$ cat config.mk
export PLATFORM = sky130hd
export DESIGN_NAME = fp_mult_pipe
export DESIGN_NICKNAME = d
export VERILOG_FILES = /design/src/rtl/fp_pkg.sv /design/src/rtl/fp_round.sv /design/src/rtl/fp_mult_pipe.sv
export SDC_FILE = /design/constraint.sdc
export NUM_CORES = 2
export LEC_CHECK = 0
export CAP_MARGIN = 0
export CORE_UTILIZATION = 55
export CTS_CLUSTER_SIZE = 12
export DETAILED_ROUTE_END_ITERATION = 16
export HOLD_SLACK_MARGIN = 0.06
export PLACE_DENSITY = 0.79
export SYNTH_ARGS = -nofsm -noshare
export SYNTH_HDL_FRONTEND = slang
export SYNTH_HIERARCHICAL = 1
export SYNTH_SLANG_ARGS = --single-unit
$ cat constraint.sdc
create_clock -name clk -period 9.7 [get_ports clk]
set_input_delay 1.455 -clock clk [delete_from_list [all_inputs] [get_ports clk]]
set_output_delay 1.455 -clock clk [all_outputs]
set_load 0.01 [all_outputs]
$ cat src/rtl/fp_pkg.sv
// rtl/fp_pkg.sv - shared types and helpers for the pipelined floating-point multiplier
package fp_pkg;

  localparam int EXP_W_DEF = 8;
  localparam int MAN_W_DEF = 23;

  typedef enum logic [1:0] {ZERO, NORM, INF, NAN} fp_class_e;

  typedef struct packed {
    logic      sign;
    fp_class_e cls;
  } fp_opd_t;

  // Subnormal encodings classify as ZERO, which gives flush-to-zero on input.
  function automatic fp_class_e classify(input logic exp_ones, input logic exp_zero,
                                         input logic man_nz);
    if (exp_ones) return man_nz ? NAN : INF;
    if (exp_zero) return ZERO;
    return NORM;
  endfunction

  function automatic logic [63:0] qnan_bits(input int exp_w, input int man_w);
    logic [63:0] ones;
    ones = (64'd1 << exp_w) - 64'd1;
    return (ones << man_w) | (64'd1 << (man_w - 1));
  endfunction

endpackage

$ cat src/rtl/fp_round.sv
// rtl/fp_round.sv - normalise, round-nearest-even and pack one product (combinational)
module fp_round
  import fp_pkg::*;
#(
  parameter int EXP_W = EXP_W_DEF,
  parameter int MAN_W = MAN_W_DEF
) (
  input  logic                    sign,
  input  fp_class_e               cls,
  input  logic signed [EXP_W+1:0] exp_sum,
  input  logic [2*MAN_W+1:0]      prod,
  output logic [EXP_W+MAN_W:0]    res,
  output logic                    exp_overflow,
  output logic                    nan,
  output logic                    zero
);

  localparam int W    = 1 + EXP_W + MAN_W;
  localparam int XW   = EXP_W + 2;
  localparam int PW   = 2 * MAN_W + 2;
  localparam int EMAX = (1 << EXP_W) - 1;
  localparam logic signed [XW-1:0] EXP_MAX = XW'(EMAX);
  localparam logic [W-1:0]         QNAN    = W'(qnan_bits(EXP_W, MAN_W));

  logic                 hi, g, r, s, round_up, carry;
  logic [MAN_W-1:0]     frac, frac_r;
  logic signed [XW-1:0] exp_n, exp_r;

  // A product in [2,4) has its leading one one place higher: take every field one bit up.
  always_comb begin
    hi = prod[PW-1];
    if (hi) begin
      frac = prod[PW-2 -: MAN_W];
      g    = prod[MAN_W];
      r    = prod[MAN_W-1];
      s    = |prod[MAN_W-2:0];
    end else begin
      frac = prod[PW-3 -: MAN_W];
      g    = prod[MAN_W-1];
      r    = prod[MAN_W-2];
      s    = |prod[MAN_W-3:0];
    end
    round_up        = g & (r | s | frac[0]);
    {carry, frac_r} = {1'b0, frac} + {{MAN_W{1'b0}}, round_up};
    exp_n           = exp_sum + XW'(hi);
    exp_r           = exp_n + XW'(carry);
  end

  always_comb begin
    res          = '0;
    exp_overflow = 1'b0;
    nan          = 1'b0;
    zero         = 1'b0;
    case (cls)
      NAN: begin
        res = QNAN;
        nan = 1'b1;
      end
      INF:  res = {sign, {EXP_W{1'b1}}, {MAN_W{1'b0}}};
      ZERO: begin
        res  = {sign, {(W-1){1'b0}}};
        zero = 1'b1;
      end
      default: begin
        if (exp_r >= EXP_MAX) begin
          res          = {sign, {EXP_W{1'b1}}, {MAN_W{1'b0}}};
          exp_overflow = 1'b1;
        end else if (exp_r[XW-1] || exp_r == '0) begin
          res  = {sign, {(W-1){1'b0}}};
          zero = 1'b1;
        end else begin
          res = {sign, exp_r[EXP_W-1:0], frac_r};
        end
      end
    endcase
  end

endmodule

$ cat src/rtl/fp_mult_pipe.sv
// rtl/fp_mult_pipe.sv - three-stage floating-point multiplier with valid/ready handshake
module fp_mult_pipe
  import fp_pkg::*;
#(
  parameter int EXP_W = EXP_W_DEF,
  parameter int MAN_W = MAN_W_DEF
) (
  input  logic                 clk,
  input  logic                 rst,
  input  logic                 in_valid,
  output logic                 in_ready,
  input  logic [EXP_W+MAN_W:0] opd1,
  input  logic [EXP_W+MAN_W:0] opd2,
  output logic                 out_valid,
  input  logic                 out_ready,
  output logic [EXP_W+MAN_W:0] res,
  output logic                 exp_overflow,
  output logic                 nan,
  output logic                 zero
);

  localparam int W  = 1 + EXP_W + MAN_W;
  localparam int SW = MAN_W + 1;
  localparam int PW = 2 * SW;
  localparam int XW = EXP_W + 2;
  localparam logic signed [XW-1:0] BIAS = XW'((1 << (EXP_W - 1)) - 1);

  logic en;
  assign en       = ~out_valid | out_ready;
  assign in_ready = en;

  fp_opd_t              opa, opb;
  fp_class_e            cls_c;
  logic signed [XW-1:0] ea, eb;

  always_comb begin
    opa.sign = opd1[W-1];
    opa.cls  = classify(&opd1[W-2 -: EXP_W], ~|opd1[W-2 -: EXP_W], |opd1[MAN_W-1:0]);
    opb.sign = opd2[W-1];
    opb.cls  = classify(&opd2[W-2 -: EXP_W], ~|opd2[W-2 -: EXP_W], |opd2[MAN_W-1:0]);
    ea       = {2'b00, opd1[W-2 -: EXP_W]};
    eb       = {2'b00, opd2[W-2 -: EXP_W]};
    if (opa.cls == NAN || opb.cls == NAN ||
        (opa.cls == INF && opb.cls == ZERO) || (opa.cls == ZERO && opb.cls == INF))
      cls_c = NAN;
    else if (opa.cls == INF || opb.cls == INF)
      cls_c = INF;
    else if (opa.cls == ZERO || opb.cls == ZERO)
      cls_c = ZERO;
    else
      cls_c = NORM;
  end

  logic                 s1_valid, s1_sign;
  fp_class_e            s1_cls;
  logic signed [XW-1:0] s1_exp;
  logic [SW-1:0]        s1_sig_a, s1_sig_b;

  always_ff @(posedge clk) begin
    if (rst) begin
      s1_valid <= 1'b0;
    end else if (en) begin
      s1_valid <= in_valid;
      s1_sign  <= opa.sign ^ opb.sign;
      s1_cls   <= cls_c;
      s1_exp   <= ea + eb - BIAS;
      s1_sig_a <= {1'b1, opd1[MAN_W-1:0]};
      s1_sig_b <= {1'b1, opd2[MAN_W-1:0]};
    end
  end

  logic                 s2_valid, s2_sign;
  fp_class_e            s2_cls;
  logic signed [XW-1:0] s2_exp;
  logic [PW-1:0]        s2_prod;

  always_ff @(posedge clk) begin
    if (rst) begin
      s2_valid <= 1'b0;
    end else if (en) begin
      s2_valid <= s1_valid;
      s2_sign  <= s1_sign;
      s2_cls   <= s1_cls;
      s2_exp   <= s1_exp;
      s2_prod  <= PW'(s1_sig_a) * PW'(s1_sig_b);
    end
  end

  logic [W-1:0] rnd_res;
  logic         rnd_ovf, rnd_nan, rnd_zero;

  fp_round #(
    .EXP_W (EXP_W),
    .MAN_W (MAN_W)
  ) u_round (
    .sign         (s2_sign),
    .cls          (s2_cls),
    .exp_sum      (s2_exp),
    .prod         (s2_prod),
    .res          (rnd_res),
    .exp_overflow (rnd_ovf),
    .nan          (rnd_nan),
    .zero         (rnd_zero)
  );

  always_ff @(posedge clk) begin
    if (rst) begin
      out_valid    <= 1'b0;
      res          <= '0;
      exp_overflow <= 1'b0;
      nan          <= 1'b0;
      zero         <= 1'b0;
    end else if (en) begin
      out_valid    <= s2_valid;
      res          <= rnd_res;
      exp_overflow <= rnd_ovf;
      nan          <= rnd_nan;
      zero         <= rnd_zero;
    end
  end

endmodule

## Word-level counts from Yosys, hierarchy flattened

Cells that the tools add are included.

| storage, ports and cells | value |
|---|---|
| register bits after elaboration | 158 |
| output and inout bits | 37 |

| cells by class | value |
|---|---|
| add/sub/neg operators | 5 |
| $mul | 1 |
| order comparisons | 1 |
| equality and inequality tests | 6 |
| mux-type cells | 31 |
| bitwise logic cells | 7 |
| reductions and logical operators | 24 |

Operators with widths:

| cell | number |
|---|---|
| 32-bit one-hot mux with 3 select lines | 1 |
| 31-bit 2-to-1 mux | 2 |
| 24-bit by 24-bit multiplier with 48-bit output | 1 |
| 23-bit OR reduction | 2 |
| 23-bit by 1-bit adder with 24-bit output | 1 |
| 23-bit 2-to-1 mux | 1 |
| 22-bit OR reduction | 1 |
| 21-bit OR reduction | 1 |
| 10-bit by 1-bit adder with 10-bit output | 2 |
| 1-bit 2-to-1 mux | 18 |
| 2-bit 2-to-1 mux | 8 |
| 8-bit AND reduction | 2 |
| 8-bit OR reduction | 2 |
| 2-bit == test, second input constant | 6 |
| 10-bit by 9-bit greater-or-equal comparator with 1-bit output, second input constant | 1 |
| 10-bit zero test | 1 |
| 9-bit by 7-bit subtractor with 10-bit output, second input constant | 1 |
| 8-bit by 8-bit adder with 9-bit output | 1 |
| 2-bit zero test | 3 |
| 1-bit logical OR | 6 |
| 2-bit OR reduction | 2 |
| 1-bit bitwise OR | 3 |
| 3-bit OR reduction | 1 |
| 1-bit logical AND | 2 |
| 5 further kinds | 6 |

## Depth between registers and ports, before layout

| depth | value |
|---|---|
| depth after elaboration | 12 |
| gate-level depth with buffers | 26 |
| gate-level depth less buffers | 24 |

## Hierarchy

The synthesis kept the hierarchy.

Modules (own cells, without submodules):

| module | times used | cells each | area each (sq um) | seq. area each (sq um) |
|---|---|---|---|---|
| fp_mult_pipe | 1 | 2556 | 24547.3 | 4364.2 |
| fp_round | 1 | 247 | 1750.4 | 0.0 |

## Worst setup path after synthesis

OpenSTA, ideal clock, no wires.

| path | value |
|---|---|
| kind | input -> register |
| start | input port out_ready |
| end | register s1_cls[0], enable pin |
| arrival time | 6.710 ns |
| data required time | 9.099 ns |
| setup slack | 2.389 ns |
| cell stages on the path | 3 |
| cells stage by stage | nor2b_1 clkbuf_1 nor2_1 |

| between the ends | value |
|---|---|
| word-level cells in the longest chain between the ends | 2 |

RTL lines:

| what | line | source |
|---|---|---|
| from (decl) | fp_mult_pipe.sv:15 | `input logic out_ready,` |
| 1-bit bitwise OR | fp_mult_pipe.sv:29 | `assign en = ~out_valid \| out_ready;` |
| 2-bit AND reduction (no source line) | n/a |  |
| to (signal assigned) | fp_mult_pipe.sv:65 | `s1_cls <= cls_c;` |
| to (decl) | fp_mult_pipe.sv:55 | `fp_class_e s1_cls;` |

Every way passes these cells.
A chain may end at the register's enable or synchronous reset.

## Final worst setup path

| path | value |
|---|---|
| start | register s1_sig_b[8] |
| end | register s2_prod[29], data pin |

| between the ends | value |
|---|---|
| word-level cells in the longest chain between the ends | 1 |

RTL lines:

| what | line | source |
|---|---|---|
| from (decl) | fp_mult_pipe.sv:57 | `logic [SW-1:0] s1_sig_a, s1_sig_b;` |
| from (signal assigned) | fp_mult_pipe.sv:68 | `s1_sig_b <= {1'b1, opd2[MAN_W-1:0]};` |
| 24-bit by 24-bit multiplier with 48-bit output | fp_mult_pipe.sv:85 | `s2_prod <= PW'(s1_sig_a) * PW'(s1_sig_b);` |
| to (signal assigned) | fp_mult_pipe.sv:85 |  |
| to (decl) | fp_mult_pipe.sv:75 | `logic [PW-1:0] s2_prod;` |

Every way passes these cells.

==> key figures <==
Synth
  • Synth cell types: 80
  • Syn. warnings: 6
  • Post-synth EDFFs: 120
  • Area of the mapped netlist: 26300 um^2
  • Sequential share of the synthesized area: 0.1660
  • Flops & latches, synth: 158
  • Mapped Cells: 2803
  • Synth top area cells: fa_1 (37%), edfxtp_1 (14%), ha_1 (9.0%)
  • Avg Inst Size Synth: 9.382 um^2
  • Post-synth ARST share: 0
  • Ys flop type: edfxtp_1
  • Share of Yosys cell area claimed by the top area cell type: 0.3684
  • Post-synthesis net count: 3545
  • Top-count cell post-synth: inv_1
  • Synth cell count leaders: inv_1 (592), fa_1 (484), nand2_1 (375), and2_1 (251), ha_1 (190)
  • Top cell type by total area after synthesis: fa_1

Finish
  • Fin nets: 3544
  • Multi-input gate area in the final layout: 19120 um^2
  • Layout Utilization: 0.6031
  • Synth-to-layout area growth: 7.446%
  • Diode count: 0
  • Fin area: 28260 um^2
  • FILL cells: 3890
  • Area occupied by registers: 4364 um^2
  • Share of cells above drive strength 1: 0.03304

STA
  • Slew @ Worst Pin: 1.269 ns
  • Final Setup Violations: 0
  • FMAX: 0.1293 GHz
  • Final hold viol count: 0
  • Setup TNS Final: 0 ns
  • Slew margin rel.: 0.1537
  • Post-route minimum period: 7.735 ns
  • Fin. max-slew vios: 0
  • RSZ-0062 raised after global routing: false
  • Clock Skew: 0.01519 ns
  • Fin crit share: 0.7974

Drt
  • Via count: 19620
  • Drt first pass iters: 12
  • Drt total wl: 68.72 mm
  • Drt first-iter violations: 1390
  • Vias/cell: 5.733
  • Antenna Nets Post-Route: 0
  • WL/cell: 20.08 um
  • # DRC: 2

Critical path
  • Reg2Reg Depth: 23
  • CP Capture Type: flip-flop
  • Most Frequent Cell on Critical Path: fa_1
  • Crit-path cells: clkinv_1 -> nor2_1 -> fa_1 -> fa_1 -> inv_1 -> fa_1 -> inv_1 -> fa_1 -> inv_1 -> fa_1 -> inv_1 -> fa_1 -> inv_1 -> fa_1 -> inv_1 -> ha_1 -> a21oi_1 -> o21ai_0 -> or3_1 -> o21ai_1 -> o21bai_1 -> a311oi_2 -> xnor2_1
  • Register-to-register setup slack: 1.97 ns
  • Critical path type: flip-flop to flip-flop
  • WP data arrival: 7.96 ns
  • Cell family with most CP delay: adder cells
  • Buffers & Inverters on Critical Path: 7
  • Crit Path Max Fanout: 17
  • Crit path launch type: flip-flop
  • Crit-path max cell delay: 0.84 ns
  • Critical path's slowest cell: edfxtp_1
  • CP Depth: 23
  • Req. time, crit path: 9.93 ns

Min path
  • WHS Path Cells: 0
  • Worst min path class: flip-flop to flip-flop

CTS
  • CTS tree: done
  • CTS Sinks: 158
  • CTS resizes: 0
  • H-tree depth: 4
  • Clk Latency, worst-skew pair: 0.49 ns
  • Clk Tree Root Cell: clkbuf_16
  • Post-CTS setup repair buffer count: 0
  • Hold buffer count at CTS: 0
  • CTS Buf Count: 17
  • CTS clk-pin slew, worst paths: 0.07 ns
  • CTS Buffer Depth: 2

GRT
  • Vias in the first global route: 20990
  • Largest net degree at the start of global routing: 72
  • Initial antenna violation count: 0
  • GRT Residual Overflow: 0
  • GRT Util Overall: 0.2985
  • First-pass GRT wire length: 109.8 mm

Placement
  • DP Wirelength: 54.44 mm
  • Port bufs: 104
  • Routability cong.: 0.9711
  • Placed inst area: 27660 um^2

Floorplan
  • Die area: 48690 um^2
  • FP Rows: 79
  • Core ar.: 46850 um^2
  • Initial Util: 0.5613
  • Die X: 220.7 um
  • Height of the die: 220.7 um
  • I/O pins: 105

Flow run
  • Max cap viols: 0

Outcome
  • Outcome: finished, violations left
  • Violated checks: design-rule violations
## layout by cell type (no fill, tap or decap), types with 18 or more instances in the layout
cell type	n
ha_1	190
nor4_1	21
nand4_1	27
nand3_1	32
clkdlybuf4s50_1	104
a21o_1	28
inv_1	592
nor2_1	99
fa_1	484
nand2_1	375
a211oi_1	18
xor2_1	29
xnor2_1	49
buf_4	20
edfxtp_1	120
clkbuf_16	19
mux2i_1	19
o21ai_0	24
dfxtp_1	38
and2_1	251
a21oi_1	99
## kinds of logic (layout without fill, tap and decap cells)
group                      after synthesis  count (layout)  share of synthesized area
AOI/OAI and AO/OA                      253             253                    0.06571
adders and majority gates              674             674                     0.4588
xor gates and xnor gates                78              78                    0.02598
muxes                                   24              24                   0.009468
buffers and inverters                  739             751                     0.1075
and+or+nand+nor                        877             877                     0.1665
DFF                                    158             158                     0.1660
## metal layers
metal	global-route usage	part of all wire	vias up	wire length, um
met5	0	0	-	0
met2	0.4885	0.49	868	33410
li1	-	-	8609	-
met3	0.05718	0.073	236	5007
met1	0.3777	0.39	9906	26730
met4	0.1532	0.052	0	3577
## registers in the layout, summed over array words and instances (netlist names)
signal and flops:
s1_sig_b 23, nan 1, s2_sign 1, s1_sig_a 23, res 32, s1_valid 1
out_valid 1, s1_sign 1, s2_valid 1, exp_overflow 1, s2_prod 48, zero 1
s2_exp 10, s1_cls 2, s2_cls 2, s1_exp 10
## stage by stage
stage	std cells	worst slack [ns]	hold WS, ns
global route	3422	1.670	0.4150
global placement	3390	2.033	0.4010
CTS	3422	2.041	0.4152
finish	3422	1.965	0.4140
floorplan	2803	2.389	0.4003
detailed placement	3390	2.053	0.4045
## final timing paths
| check | startpoint | to |
|---|---|---|
| max reg2reg | s1_sig_b[8]$_DFFE_PP_ | s2_prod[29]$_DFFE_PP_ |
| min | s1_exp[6]$_DFFE_PP_ | s2_exp[6]$_DFFE_PP_ |
| max | s1_sig_b[8]$_DFFE_PP_ | s2_prod[29]$_DFFE_PP_ |
| min reg2reg | s1_exp[6]$_DFFE_PP_ | s2_exp[6]$_DFFE_PP_ |
## area by class of cell
type,instances,area share
timing repair buffer,124,0.04216
tap,607,0.02688
clock inverter,12,0.003941
sequential,158,0.1545
clock buffer,20,0.01700
multi-input combinational,1906,0.6765
inverter,595,0.07904
## worst register-to-register path, stage by stage, from the launching register on
cell	delay, ns
edfxtp_1	0.84
clkinv_1	0.60
nor2_1	0.27
fa_1	0.47
fa_1	0.52
inv_1	0.05
fa_1	0.47
inv_1	0.05
fa_1	0.50
inv_1	0.05
fa_1	0.53
inv_1	0.05
fa_1	0.47
inv_1	0.06
fa_1	0.53
inv_1	0.06
ha_1	0.34
a21oi_1	0.20
o21ai_0	0.16
or3_1	0.40
o21ai_1	0.28
o21bai_1	0.17
a311oi_2	0.29
xnor2_1	0.13
Power is left out: the tool's default activity adds up to more than one toggle a clock period on the data nets, which glitch-free logic cannot reach.
